**src/rtl/sdr_16_rd_capture.sv**
```systemverilog
// sdr_16_rd_capture: read-data return stage of the 16-bit SDR SDRAM controller.
// Tracks each read strobe through command register, CAS latency and input pad
// stages, packs the two 16-bit beats of a burst-of-2 into one 32-bit word and
// hands it to the egress FIFO.
// Optional skid buffer: define SDR16_RD_SKID_EN to absorb egress back-pressure
// (output latency L+2); without it words meeting fifo_full are dropped (L+1).
module sdr_16_rd_capture #(
  parameter int cl         = 2,
  parameter int in_lat     = 1,
  parameter int skid_depth = 4
) (
  input  logic        sdram_clk,
  input  logic        sdram_rst,
  input  logic        cmd_read,
  input  logic [15:0] dq_i,
  input  logic        fifo_full,
  input  logic        ovf_clr,
  output logic        fifo_wr,
  output logic [31:0] fifo_dat,
  output logic        rd_busy,
  output logic        ovf,
  output logic        err
);

  // command register + CAS latency + input pad stages
  localparam int L = 1 + cl + in_lat;

  if (cl < 2 || cl > 3 || in_lat < 0 || in_lat > 2 || skid_depth < 2 ||
      (skid_depth & (skid_depth - 1)) != 0) begin : g_bad_param
    $error("sdr_16_rd_capture: illegal parameter value");
  end

  logic [L+1:1] dl;         // tap k high => accepted read sampled k-1 edges ago
  logic         cmd_q;      // raw cmd_read of the previous cycle
  logic         cmd_ok;
  logic         err_set;
  logic         ovf_set;
  logic         cap_busy;
  logic [15:0]  hi_q;
  logic         word_done;
  logic [31:0]  word;

  // A pulse directly after another one is illegal and never enters the pipe.
  assign cmd_ok    = cmd_read & ~cmd_q;
  assign err_set   = cmd_read & cmd_q;
  assign word_done = dl[L+1];
  assign word      = {hi_q, dq_i};

  // Read-strobe delay line.
  always_ff @(posedge sdram_clk or posedge sdram_rst) begin
    if (sdram_rst) begin
      cmd_q <= 1'b0;
      dl    <= '0;
    end else begin
      cmd_q <= cmd_read;
      dl    <= {dl[L:1], cmd_ok};
    end
  end

  // Beat0 capture into the high half; flag marks a half-built word.
  always_ff @(posedge sdram_clk or posedge sdram_rst) begin
    if (sdram_rst) begin
      hi_q     <= '0;
      cap_busy <= 1'b0;
    end else begin
      if (dl[L]) begin
        hi_q     <= dq_i;
        cap_busy <= 1'b1;
      end else if (word_done) begin
        cap_busy <= 1'b0;
      end
    end
  end

  // Sticky flags; a set event in the same cycle as ovf_clr takes priority.
  always_ff @(posedge sdram_clk or posedge sdram_rst) begin
    if (sdram_rst) begin
      ovf <= 1'b0;
      err <= 1'b0;
    end else begin
      if (ovf_set)      ovf <= 1'b1;
      else if (ovf_clr) ovf <= 1'b0;
      if (err_set)      err <= 1'b1;
      else if (ovf_clr) err <= 1'b0;
    end
  end

`ifdef SDR16_RD_SKID_EN
  localparam int PW = $clog2(skid_depth);

  logic [31:0]   mem [skid_depth];
  logic [PW-1:0] wr_ptr;
  logic [PW-1:0] rd_ptr;
  logic [PW:0]   cnt;
  logic          empty;
  logic          full;
  logic          drain;
  logic          push;

  assign empty   = (cnt == '0);
  assign full    = (cnt == (PW+1)'(skid_depth));
  // A draining head frees a slot in the same edge, so a full buffer still accepts.
  assign drain   = ~empty & ~fifo_full;
  assign push    = word_done & (~full | drain);
  assign ovf_set = word_done & full & ~drain;
  assign rd_busy = (|dl) | cap_busy | ~empty;

  // Skid pointers, occupancy and registered egress write.
  always_ff @(posedge sdram_clk or posedge sdram_rst) begin
    if (sdram_rst) begin
      wr_ptr   <= '0;
      rd_ptr   <= '0;
      cnt      <= '0;
      fifo_wr  <= 1'b0;
      fifo_dat <= '0;
    end else begin
      fifo_wr <= drain;
      if (drain) begin
        fifo_dat <= mem[rd_ptr];
        rd_ptr   <= rd_ptr + 1'b1;
      end
      if (push) wr_ptr <= wr_ptr + 1'b1;
      case ({push, drain})
        2'b10:   cnt <= cnt + 1'b1;
        2'b01:   cnt <= cnt - 1'b1;
        default: cnt <= cnt;
      endcase
    end
  end

  // Storage array; contents are don't-care while the slot is unoccupied.
  always_ff @(posedge sdram_clk) begin
    if (push) mem[wr_ptr] <= word;
  end
`else
  assign ovf_set = word_done & fifo_full;
  assign rd_busy = (|dl) | cap_busy;

  // Direct egress write at the beat1 edge; a full FIFO loses the word.
  always_ff @(posedge sdram_clk or posedge sdram_rst) begin
    if (sdram_rst) begin
      fifo_wr  <= 1'b0;
      fifo_dat <= '0;
    end else begin
      fifo_wr <= word_done & ~fifo_full;
      if (word_done & ~fifo_full) fifo_dat <= word;
    end
  end
`endif

endmodule

```
**config.mk**
```make
export PLATFORM = sky130hd
export DESIGN_NAME = sdr_16_rd_capture
export DESIGN_NICKNAME = d
export VERILOG_FILES = /design/src/rtl/sdr_16_rd_capture.sv
export SDC_FILE = /design/constraint.sdc
export NUM_CORES = 1
export LEC_CHECK = 0
export ABC_CLOCK_PERIOD_IN_PS = 2950
export BUFFER_PORTS_ARGS = -buffer_cell sky130_fd_sc_hd__buf_2
export CAP_MARGIN = 15
export CELL_PAD_IN_SITES_DETAIL_PLACEMENT = 1
export CELL_PAD_IN_SITES_GLOBAL_PLACEMENT = 2
export CORE_MARGIN = 2
export CORE_UTILIZATION = 40
export DETAILED_ROUTE_END_ITERATION = 8
export PLACE_DENSITY_LB_ADDON = 0.1
export RECOVER_POWER = 50
export SLEW_MARGIN = 20
export SYNTH_ARGS = -nofsm -noshare
export SYNTH_HDL_FRONTEND = slang
export SYNTH_SLANG_ARGS = --single-unit
export TNS_END_PERCENT = 1
```
**constraint.sdc**
```tcl
create_clock -name sdram_clk -period 2.95 [get_ports sdram_clk]
set_clock_uncertainty 0.2 [all_clocks]
set_input_delay 0 -clock sdram_clk [delete_from_list [all_inputs] [get_ports sdram_clk]]
set_output_delay 0 -clock sdram_clk [all_outputs]
set_load 0.05 [all_outputs]
```
==> results of run 1 <==
[critical path: stages (launching register included)]
cell,delay [ns]
sky130_fd_sc_hd__dfrtp_1,0.40
sky130_fd_sc_hd__nor2b_4,0.15
sky130_fd_sc_hd__clkbuf_2,0.86
sky130_fd_sc_hd__mux2_2,0.42
[final cells by class]
cell class              count  area, um2
clock buffers              13        179
clock inverters             2       10.0
inverters                   4       15.0
well taps                  72       90.1
multi-input cells          58        708
fillers                   570       2560
repair buffers             79        455
flip-flops and latches     58       1450
[report_power, final]
group / internal (mW) / switching [mW]
Clock: 0.389 / 0.291
Combinational: 0.233 / 0.502
Sequential: 0.939 / 0.0864
[cell usage in the layout, fill, tap and decap left out]
cell type                        n
sky130_fd_sc_hd__nor4_1          1
sky130_fd_sc_hd__o21ai_0         2
sky130_fd_sc_hd__nand2_1         3
sky130_fd_sc_hd__clkinv_2        2
sky130_fd_sc_hd__nor2b_1         1
sky130_fd_sc_hd__a21o_1          1
sky130_fd_sc_hd__clkbuf_2        2
sky130_fd_sc_hd__nor2_1          1
sky130_fd_sc_hd__nor2b_4         1
sky130_fd_sc_hd__dfrtp_1        58
sky130_fd_sc_hd__clkbuf_1       36
sky130_fd_sc_hd__buf_2          20
sky130_fd_sc_hd__mux2_4         29
sky130_fd_sc_hd__clkbuf_8       13
sky130_fd_sc_hd__mux2_2         19
sky130_fd_sc_hd__inv_1           4
sky130_fd_sc_hd__dlygate4sd3_1  21
[cell families (layout without fill, tap and decap cells)]
group,count (synthesis),after routing,share of synthesized area [%]
buffers and inverters,10,98,4.38
AOI/OAI and AO/OA,3,3,0.776
DFF,58,58,64.3
muxes,48,48,28.8
and+or+nand+nor,7,7,1.83
[stage by stage]
stage	instances	worst slack [ns]	hold WS (ns)
after global placement	250	1.39	-0.171
after global routing	286	0.634	0.165
final	286	0.787	0.177
after floorplan	126	1.32	-0.169
after CTS	286	1.09	0.0394
after detailed placement	250	1.37	-0.159
[worst min-delay path by stage]
stage / startpoint / cells past startpoint / slack [ns] / to
CTS: sdram_rst / 3 / 0.04 / fifo_dat[0]
detailed placement: sdram_rst / 2 / -0.16 / dl[1]
global placement: sdram_rst / 2 / -0.17 / cmd_q
floorplan: cmd_read / 0 / -0.17 / cmd_q
finish: sdram_rst / 3 / 0.18 / cap_busy
global route: cmd_read / 2 / 0.17 / cmd_q
[per-layer routing]
metal / vias to the layer above / wire length, um / GRT usage (%)
met1: 688 / 1970 / 20.5
met5: - / 0 / 0
met4: 0 / 29 / 6.21
met2: 39 / 2160 / 24.7
met3: 4 / 232 / 4.55
li1: 601 / - / -
[state kept, by name (all words and copies together), names as in the netlist]
| register | count |
|---|---|
| fifo_wr | 1 |
| err | 1 |
| cmd_q | 1 |
| hi_q | 16 |
| dl | 5 |
| ovf | 1 |
| fifo_dat | 32 |
| cap_busy | 1 |
==> run summary, run 1 <==
For the count of boundary I/O pins, the log shows 57. The tools report the synthesized instance count as 126. The final core area utilization was 53.2%. The average wire per standard cell works out to 15.4 um.

Across the VDD grid, the largest voltage drop is 0.328 mV. The logs give 38 for the pin count of the biggest net entering global routing and 21 for the number of hold buffers added after cts. The most critical setup path has its endpoint at fifo_dat[11]. The endpoint identified for the worst register-to-register timing path is fifo_dat[11]. Yosys attributes the largest share of cell area to sky130_fd_sc_hd__dfrtp_1, sky130_fd_sc_hd__mux2_4, sky130_fd_sc_hd__mux2_2. Compared with the post-synthesis result, the final layout area differs by 28.8%.

The critical path starts at dl[5]. The initial antenna violation count is 0, and the all-layer global routing usage is 15.7%. For this run, the post-layout net count is 231.

The transition time of the tightest slew-check pin came out at 1.16 ns. In the routed design, unresolved DRC markers number 0. The number of enable flip-flop cells after synthesis is 0, and the portion of the post-synthesis area used by sequential elements is 64.3%. Fmax: 462 MHz. The root buffer cell chosen for the clock tree is sky130_fd_sc_hd__clkbuf_8. In the final timing run, aggregate negative setup slack is 0 ns. The initial standard-cell utilization of the core is 41.3%, and the via-per-instance ratio is 4.66. Ranked by instance count, the synthesized netlist is headed by sky130_fd_sc_hd__dfrtp_1, sky130_fd_sc_hd__mux2_4, sky130_fd_sc_hd__mux2_2.

The dominant cell by count in the synthesized netlist is sky130_fd_sc_hd__dfrtp_1. The final weighted congestion in routability-driven placement is 0.706, and the number of buffer cells added on primary ports is 56. The design draws 2.44 mW.

Summing over every cut layer, the via total after detailed routing is 1332. The tools report the post-synthesis instance area as 2260 um2. The synthesized netlist contains 15 unique library cells. The die width was 79.1 um; the final-report setup violation count was 0. Summed over all layers, the global routing overflow is 0. The startpoint type of the worst setup path was a register. The run gives 2.88 mm as the detailed placer's ending HPWL. After clock tree synthesis, the clock-pin slew on the worst setup and hold paths is 0.06 ns. For this block, the routed nets add up to 4.40 mm of wire. The number of synthesized register bits came out at 58.

The logic depth of the worst register-to-register path was 3. Kind of critical path: register to register. Setup repair after global routing left no endpoint under its margin. TritonCTS built the clock tree. The tools report the cell leakage power as 1.33 nW. For this design, the sink count on the clock tree is 58. The fraction of registers with async set/reset works out to 100%. In this run the power density over the cells is 839 nW/um2.

The worst path uses 73.3% of the clock period. The path type of the worst min-delay path is input pin to async pin. The most used flip-flop cell after synthesis is sky130_fd_sc_hd__dfrtp_1.

The worst pin sits at a relative slew slack of 22.9%. For the worst setup path, the data required time is 2.96 ns. At the later pin of the worst-skew pair, clock insertion delay measures 0.32 ns. In this run the post-CTS setup repair buffer count came out at 0. Kind of end point of the critical path: a register.

The tools report the total core area as 5470 um2. The run finished with clean final reports. The run gives 2570 um2 as the cell area after placement. The tools report the final number of hold-violating endpoints as 0. The synthesized netlist net count was 147; the setup slack of the worst register-to-register path was 0.79 ns. The number of nets with antenna violations after detailed routing was 0. The via count of the first global-routing pass was 1460; the top-area cell type share of the netlist area was 64.3%. Data arrives at the worst endpoint at 2.17 ns. The worst register-to-register path begins at dl[5]. The clock tree synthesis step divided the H-tree into 3 levels. The first-pass iteration count of the detailed router was 2.

The global-route wire length before repair is 7.40 mm. In this run, post-CTS repair resized a total of 0 instances. The number of max-cap violations is 0, and the row count is 27. Averaged over all synthesized cells, the footprint is 17.9 um2. The final critical-path required period was 2.16 ns; the number of antenna repair diodes was 0.

The first-iteration detailed-routing DRC count is 67, and the die boundary height is 79.1 um. For this run, the number of Yosys warnings is 0. Cells with a size suffix above 1 make up 40.2% of the layout. The die covers 6260 um2.

The post-synthesis cell type with the largest combined area was sky130_fd_sc_hd__dfrtp_1. The count of pins over their slew limit was 0; the maximum root-to-sink buffer count was 2. In this run, CTS created clock tree buffers numbering 9. The largest driver fanout on the critical path is 33. With fillers left out, the area of the finished cells amounts to 2910 um2.
Note: power is estimated with default switching activity, not from simulation.
==> run 2: changes to the inputs <==
- ABC_CLOCK_PERIOD_IN_PS: 2950 -> 2130
- CORE_UTILIZATION: 40 -> 37
- clock period: 2.95 -> 2.13 ns (I/O delays scaled with it)
==> run 2 against run 1 <==
- total power rose by 41%
- worst setup slack got worse by 0.61 ns
- first-iteration DRC count fell by 54%
- die area rose by 7.7%
- highest routed layer unchanged
- cell area rose by 1.2%
- sequential share of layout area fell by 0.59 points
- sequential power rose by 38%
- critical path type is now register to output port
- via count fell by 0.38%
- critical endpoint is now rd_busy
- core utilization fell by 3.4 points
==> run summary, run 2 (synthesized netlist as in run 1, its figures left out) <==
The most used routing layer is met2. The cell leakage power was 1.35 nW (+1.4%). STA classifies the critical path endpoint as an output port.

Met2 capacity usage during global routing: 22.4% (-2.3 points). The tools report the number of buffers inserted to repair setup after CTS as 0 (unchanged). Setup repair after global routing left no endpoint under its margin. Startpoint type of the worst setup path: a register.

The worst slack at placement is 0.468 ns (-0.899 ns), and the number of buffer cells added on primary ports is 56 (unchanged). The average wire per standard cell was 15.5 um (+0.59%); the count of clock tree sinks was 58 (unchanged). Deepest level of the CTS H-tree: 3 (unchanged). The layout cell share with drive strength beyond 1 came out at 41.0% (+0.83 points). The global routing met1 resource utilization came out at 19.7% (-0.81 points). The transition time of the tightest slew-check pin is 0.993 ns (-0.164 ns). For the final number of hold-violating endpoints, the log shows 0 (unchanged). In the final layout, the registers with the most flip-flops are fifo_dat x32, hi_q x16, dl x5.

The register name with the most flops was fifo_dat. The logs give 0 (unchanged) for the number of antenna repair diodes and 0 (unchanged) for the count of pins over their slew limit. For the first-iteration detailed-routing DRC count, the log shows 31 (-54%).

The logic depth of the worst register-to-register path was 1 (-2); the count of boundary I/O pins was 57 (unchanged). Pin count of the biggest net entering global routing: 27 (-29%). The tree is rooted in a sky130_fd_sc_hd__clkbuf_8.

Number of clock buffers inserted by TritonCTS: 9 (unchanged). The top cell types in the final layout, fill and taps aside, are sky130_fd_sc_hd__dfrtp_1, sky130_fd_sc_hd__clkbuf_1, sky130_fd_sc_hd__mux2_4, sky130_fd_sc_hd__dlygate4sd3_1, sky130_fd_sc_hd__buf_2. The number of nets with antenna violations after detailed routing is 0 (unchanged), and the peak ir drop on the vdd network is 0.466 mV (+42%).

The path type of the worst min-delay path is input pin to register. Die width: 82.1 um (+3.8%). The run gives 1481 (+1.4%) as the via count of the first global-routing pass.

The largest driver fanout on the critical path came out at 19 (-42%). The die boundary height was 82.1 um (+3.8%); the number of max-cap violations was 0 (unchanged). The arrival time of data at the critical path endpoint came out at 1.75 ns (-0.42 ns). The logs give 0 (unchanged) for the remaining design rule violation count and 14.9% (-0.84 points) for the all-layer global routing usage.

The critical path required time is 1.93 ns (-1.03 ns). The run gives 6740 um2 (+7.7%) as the full die area. The tools report the minimum setup slack in the final design as 0.180 ns (-0.607 ns). The worst path in the final design needs a cycle of 1.95 ns, including I/O delays and setup. The end of the worst register-to-register path is hi_q[6].

The insertion delay of the later-clocked pin in the worst-skew pair was 0.32 ns (about the same); the initial antenna violation count was 0 (unchanged). The met3 capacity usage during global routing was 4.78% (+0.24 points). The share of the clock period used by the worst path after layout was 91.6%. For the final core area utilization, the log shows 49.7% (-3.4 points).

For hold timing, the worst endpoint is cmd_q. The total core area came out at 5920 um2 (+8.2%). The run gives 33.7% (+11 points) as the worst slew margin relative to its limit. The via-per-instance ratio was 4.54 (-2.4%). The final weighted congestion in routability-driven placement is 0.642 (-9.2%), and the row count is 28 (+3.7%). For the global-route congestion overflow total, the log shows 0 (unchanged).

The kind of critical path is register to output port. The run gives 618 (+8.4%) as the number of fill cells in the layout. For the detailed placer's ending HPWL, the log shows 2.92 mm (+1.4%).

The tools report the launch point of the worst reg-to-reg path as dl[4]. The ratio of total power to cell area is 1170 nW/um2 (+39%), and the depth of the worst hold-timing path is 2. From synthesis to final layout, the design area changed by 30.4%. The tools report the hold path startpoint as cmd_read. The initial standard-cell utilization of the core was 38.1% (-3.1 points).

The post-layout net count was 233 (+0.87%); the first-pass iteration count of the detailed router was 2 (unchanged). The run gives 4.52 mm (+2.7%) as the final wirelength. The global-route wire length before repair was 7.33 mm (-0.93%); the setup slack of the worst register-to-register path was 0.47 ns (-0.32 ns). The flip-flop count of the largest register after layout came out at 32 (unchanged). The final-report setup violation count is 0 (unchanged).

The worst hold margin came out at 0.174 ns (-0.00335 ns). TritonCTS built the clock tree. The logs give 1327 (-0.38%) for the via count of the routed design and 0 ns (unchanged) for the total negative slack for setup checks. The clock-pin slew on the worst setup and hold paths works out to 0.06 ns (about the same). The library cell used most frequently in the layout, excluding fill and tap cells, is sky130_fd_sc_hd__dfrtp_1.

Static timing analysis puts the maximum clock frequency at 513 MHz. Post-cts resize count: 0 (unchanged). The flow ran to the end, and the final reports show no timing, DRC or antenna violations.

The run gives 2 (unchanged) as the maximum root-to-sink buffer count.
run 2: worst max-delay path, cell delays in order (launching register included):
cell	delay, ns
sky130_fd_sc_hd__dfrtp_1	0.92
sky130_fd_sc_hd__nor2_1	0.13
sky130_fd_sc_hd__nand2_1	0.11
sky130_fd_sc_hd__buf_2	0.26
run 2: timing repair:
action,4_1_cts,5_1_grt
endpoints found under the setup margin,0,0
hold buffers,21,0
endpoints found under the hold margin,77,0
run 2: worst max path at each step:
stage / to / cells past startpoint / slack (ns) / start
6_report: rd_busy / 3 / 0.18 / dl[4]
5_1_grt: rd_busy / 3 / 0.06 / dl[4]
4_1_cts: rd_busy / 3 / 0.13 / dl[4]
3_5_place_dp: hi_q[8] / 1 / 0.47 / dl[4]
3_3_place_gp: hi_q[7] / 1 / 0.48 / dl[4]
2_1_floorplan: cap_busy / 1 / 0.50 / sdram_rst
run 2: per-layer routing:
metal	vias up	wire [um]
met4	0	68
met1	679	2080
met2	41	2110
met3	6	254
li1	601	-
met5	-	0
run 2: area by class of cell:
cell class              count  area, um2  share of cell area [%]
flip-flops and latches     58       1450                    49.3
well taps                  75       93.8                    3.19
inverters                   4       15.0                   0.510
clock buffers              15        196                    6.67
multi-input cells          58        708                    24.1
clock inverters             1       5.00                   0.170
repair buffers             81        474                    16.1
run 2: power by group:
part / switching [mW] / total, mW / internal [mW]
registers: 0.121 / 1.42 / 1.30
clock network: 0.406 / 0.987 / 0.580
logic: 0.699 / 1.02 / 0.324
run 2: through the flow:
stage | instance area [um2] | power (mW) | instances
after floorplan | 2260 | 2.24 | 126
after global placement | 2580 | 2.45 | 255
after detailed placement | 2580 | 2.48 | 255
after CTS | 2990 | 3.52 | 292
after global routing | 2940 | 3.61 | 292
final | 2940 | 3.43 | 292
==> run 3: changes to the inputs <==
- ABC_CLOCK_PERIOD_IN_PS: 2130 -> not set
- RECOVER_POWER: 50 -> 100
==> run 3 against run 2 <==
- total power decreased by 3.4%
- cell count unchanged
- sequential cell count unchanged
- via count unchanged
- first-iteration DRC count decreased by 32%
- critical path depth unchanged
- core utilization decreased by 1.9 points
- fmax decreased by 0.95%
- die area unchanged
- clock power decreased by 0.4%
- hold slack got worse by 0.00083 ns
- critical endpoint unchanged
==> run summary, run 3 (synthesized netlist as in run 1, its figures left out) <==
The flow ran to the end, and the final reports show no timing, DRC or antenna violations. Most frequent standard cell in the layout excluding fill and tap cells: sky130_fd_sc_hd__dfrtp_1. The depth of the worst hold-timing path is 2 (unchanged), and the fmax is 508 MHz (-0.95%). Launch point of the worst reg-to-reg path: dl[5]. Total negative slack for setup checks: 0 ns (unchanged).

The ratio of total power to cell area is 1170 nW/um2 (+0.57%). Peak ir drop on the vdd network: 0.458 mV (-1.9%). The layout cell share with drive strength beyond 1 is 27.6% (-13 points), and the detailed placer's ending HPWL is 2.92 mm (unchanged). The run gives 0 (unchanged) as the number of max-cap violations. The number of buffer cells added on primary ports came out at 56 (unchanged). The count of pins over their slew limit is 0 (unchanged).

Ranked by flip-flop count, first place goes to fifo_dat. The first-iteration detailed-routing DRC count came out at 21 (-32%). The share of the clock period used by the worst path after layout was 92.4% (+0.88 points); the number of antenna repair diodes was 0 (unchanged).

The run gives 1481 (unchanged) as the via count of the first global-routing pass. The final weighted congestion in routability-driven placement is 0.642 (unchanged). Via-per-instance ratio: 4.54 (unchanged). The worst setup path is launched from a register. The average wire per standard cell works out to 15.1 um (-2.5%). For the final-report setup violation count, the log shows 0 (unchanged). The setup slack of the worst register-to-register path was 0.29 ns (-0.18 ns); the arrival time of data at the critical path endpoint was 1.77 ns (+0.02 ns). The end of the worst register-to-register path is fifo_dat[11]. The clock-pin slew on the worst setup and hold paths works out to 0.06 ns (about the same). Cell leakage power: 1.26 nW (-6.5%).

The final critical-path required period works out to 1.97 ns (+0.0188 ns). The number of fill cells in the layout was 629 (+1.8%); the flip-flop count of the largest register after layout was 32 (unchanged). The cell at the root of the clock tree was sky130_fd_sc_hd__clkbuf_8.

The critical path required time was 1.93 ns (about the same); the deepest level of the CTS H-tree was 3 (unchanged). The count of clock tree sinks is 58 (unchanged). The full die area was 6740 um2 (unchanged). The die boundary height was 82.1 um (unchanged); the number of clock buffers inserted by TritonCTS was 9 (unchanged). The run gives 34.9% (+1.2 points) as the worst slew margin relative to its limit. The total core area is 5920 um2 (unchanged). The global-route wire length before repair is 7.33 mm (unchanged), and the transition time of the tightest slew-check pin is 0.975 ns (-0.0179 ns). Via count of the routed design: 1327 (unchanged). The run gives 0 (unchanged) as the global-route congestion overflow total.

The worst setup path is captured at an output port. TritonCTS built the clock tree. The tools report the first-pass iteration count of the detailed router as 2 (unchanged). The row count was 28 (unchanged). The all-layer global routing usage was 14.9% (unchanged); the logic depth of the worst register-to-register path was 3 (+2). The die width is 82.1 um (unchanged).

The largest registers in the layout are fifo_dat x32, hi_q x16, dl x5. Final wirelength: 4.41 mm (-2.5%). The critical path starts at dl[4]. The initial antenna violation count is 0 (unchanged), and the remaining design rule violation count is 0 (unchanged).

The insertion delay of the later-clocked pin in the worst-skew pair is 0.32 ns (about the same), and the initial standard-cell utilization of the core is 38.1% (unchanged). For the final number of hold-violating endpoints, the log shows 0 (unchanged). Largest driver fanout on the critical path: 19 (unchanged). Setup repair after global routing left no endpoint under its margin. Number of nets with antenna violations after detailed routing: 0 (unchanged). The minimum setup slack in the final design is 0.161 ns (-0.0188 ns). The area taken by flip-flops and latches was 1450 um2 (unchanged); the layout-stage area growth over the synthesis result was 25.3%.

The run gives 2 (unchanged) as the maximum root-to-sink buffer count. The top cell types in the final layout, fill and taps aside, are sky130_fd_sc_hd__dfrtp_1, sky130_fd_sc_hd__clkbuf_1, sky130_fd_sc_hd__mux2_1, sky130_fd_sc_hd__dlygate4sd3_1. The critical path is of the register to output port type. For the area of combinational cells with multiple inputs, the log shows 603 um2 (-15%).

The pin count of the biggest net entering global routing was 27 (unchanged); the worst slack at placement was 0.468 ns (unchanged). The critical path capture point was rd_busy. The path type of the worst min-delay path is input pin to register.

Post-layout net count: 233 (unchanged). Count of boundary I/O pins: 57 (unchanged).
-- run 3: changes by cell type in the layout (fill, tap and decap cells not counted) --
cell,change
sky130_fd_sc_hd__mux2_1,+26
sky130_fd_sc_hd__mux2_4,-26
sky130_fd_sc_hd__buf_4,-3
sky130_fd_sc_hd__clkbuf_2,+3
sky130_fd_sc_hd__buf_2,-2
sky130_fd_sc_hd__clkbuf_1,+2
sky130_fd_sc_hd__nor2b_1,+1
sky130_fd_sc_hd__nor2b_4,-1
-- run 3: what timing repair did --
| action | 4_1_cts | 5_1_grt |
|---|---|---|
| resized for setup | 0 | 0 |
| hold endpoints to repair | 77 | 0 |
| setup buffers | 0 | 0 |
| hold buffers | 21 | 0 |
| setup endpoints to repair | 0 | 0 |
-- run 3: power breakdown --
group / internal [mW] / leakage [nW] / switching, mW / total [mW]
Sequential: 1.30 / 0.693 / 0.111 / 1.41
Clock: 0.580 / 0.106 / 0.403 / 0.983
Combinational: 0.229 / 0.460 / 0.693 / 0.922
Total: 2.11 / 1.26 / 1.21 / 3.32
-- run 3: through the flow --
| step | hold WS [ns] | instance area, um2 | power, mW | std cells | util, % |
|---|---|---|---|---|---|
| after global routing | 0.184 | 2830 | 3.50 | 292 | 47.8 |
| final | 0.173 | 2830 | 3.32 | 292 | 47.8 |
| after CTS | 0.0711 | 2990 | 3.52 | 292 | 50.5 |
| after detailed placement | -0.113 | 2580 | 2.48 | 255 | 43.6 |
| after global placement | -0.136 | 2580 | 2.45 | 255 | 43.6 |
| after floorplan | -0.169 | 2260 | 2.24 | 126 | - |
-- run 3: metal layers --
layer,share of wire (%),up-vias,GRT usage [%],routed length [um]
li1,-,604,-,-
met1,45,676,19.7,2000
met2,47,41,22.4,2090
met3,5.7,6,4.78,253
met4,1.5,0,6.50,64
met5,0,-,0,0
-- run 3: how the worst min path moves through the flow --
stage,start,to,slack [ns]
2_1_floorplan,cmd_read,cmd_q,-0.17
3_3_place_gp,sdram_rst,ovf,-0.14
3_5_place_dp,sdram_rst,ovf,-0.11
4_1_cts,sdram_rst,cmd_q,0.07
5_1_grt,dl[1],dl[2],0.18
6_report,cmd_read,cmd_q,0.17
-- run 3: final cells by class --
cell class / count / share of cell area [%]
Tap cell: 75 / 3.32
Timing Repair Buffer: 81 / 16.4
Clock buffer: 15 / 6.94
Clock inverter: 1 / 0.177
Multi-Input combinational cell: 58 / 21.3
Inverter: 4 / 0.531
Sequential cell: 58 / 51.3
-- run 3: worst max-delay path: stages (launching register included) --
cell and delay, ns:
sky130_fd_sc_hd__dfrtp_1 0.92, sky130_fd_sc_hd__nor2_1 0.13, sky130_fd_sc_hd__nand2_1 0.11, sky130_fd_sc_hd__clkbuf_2 0.28
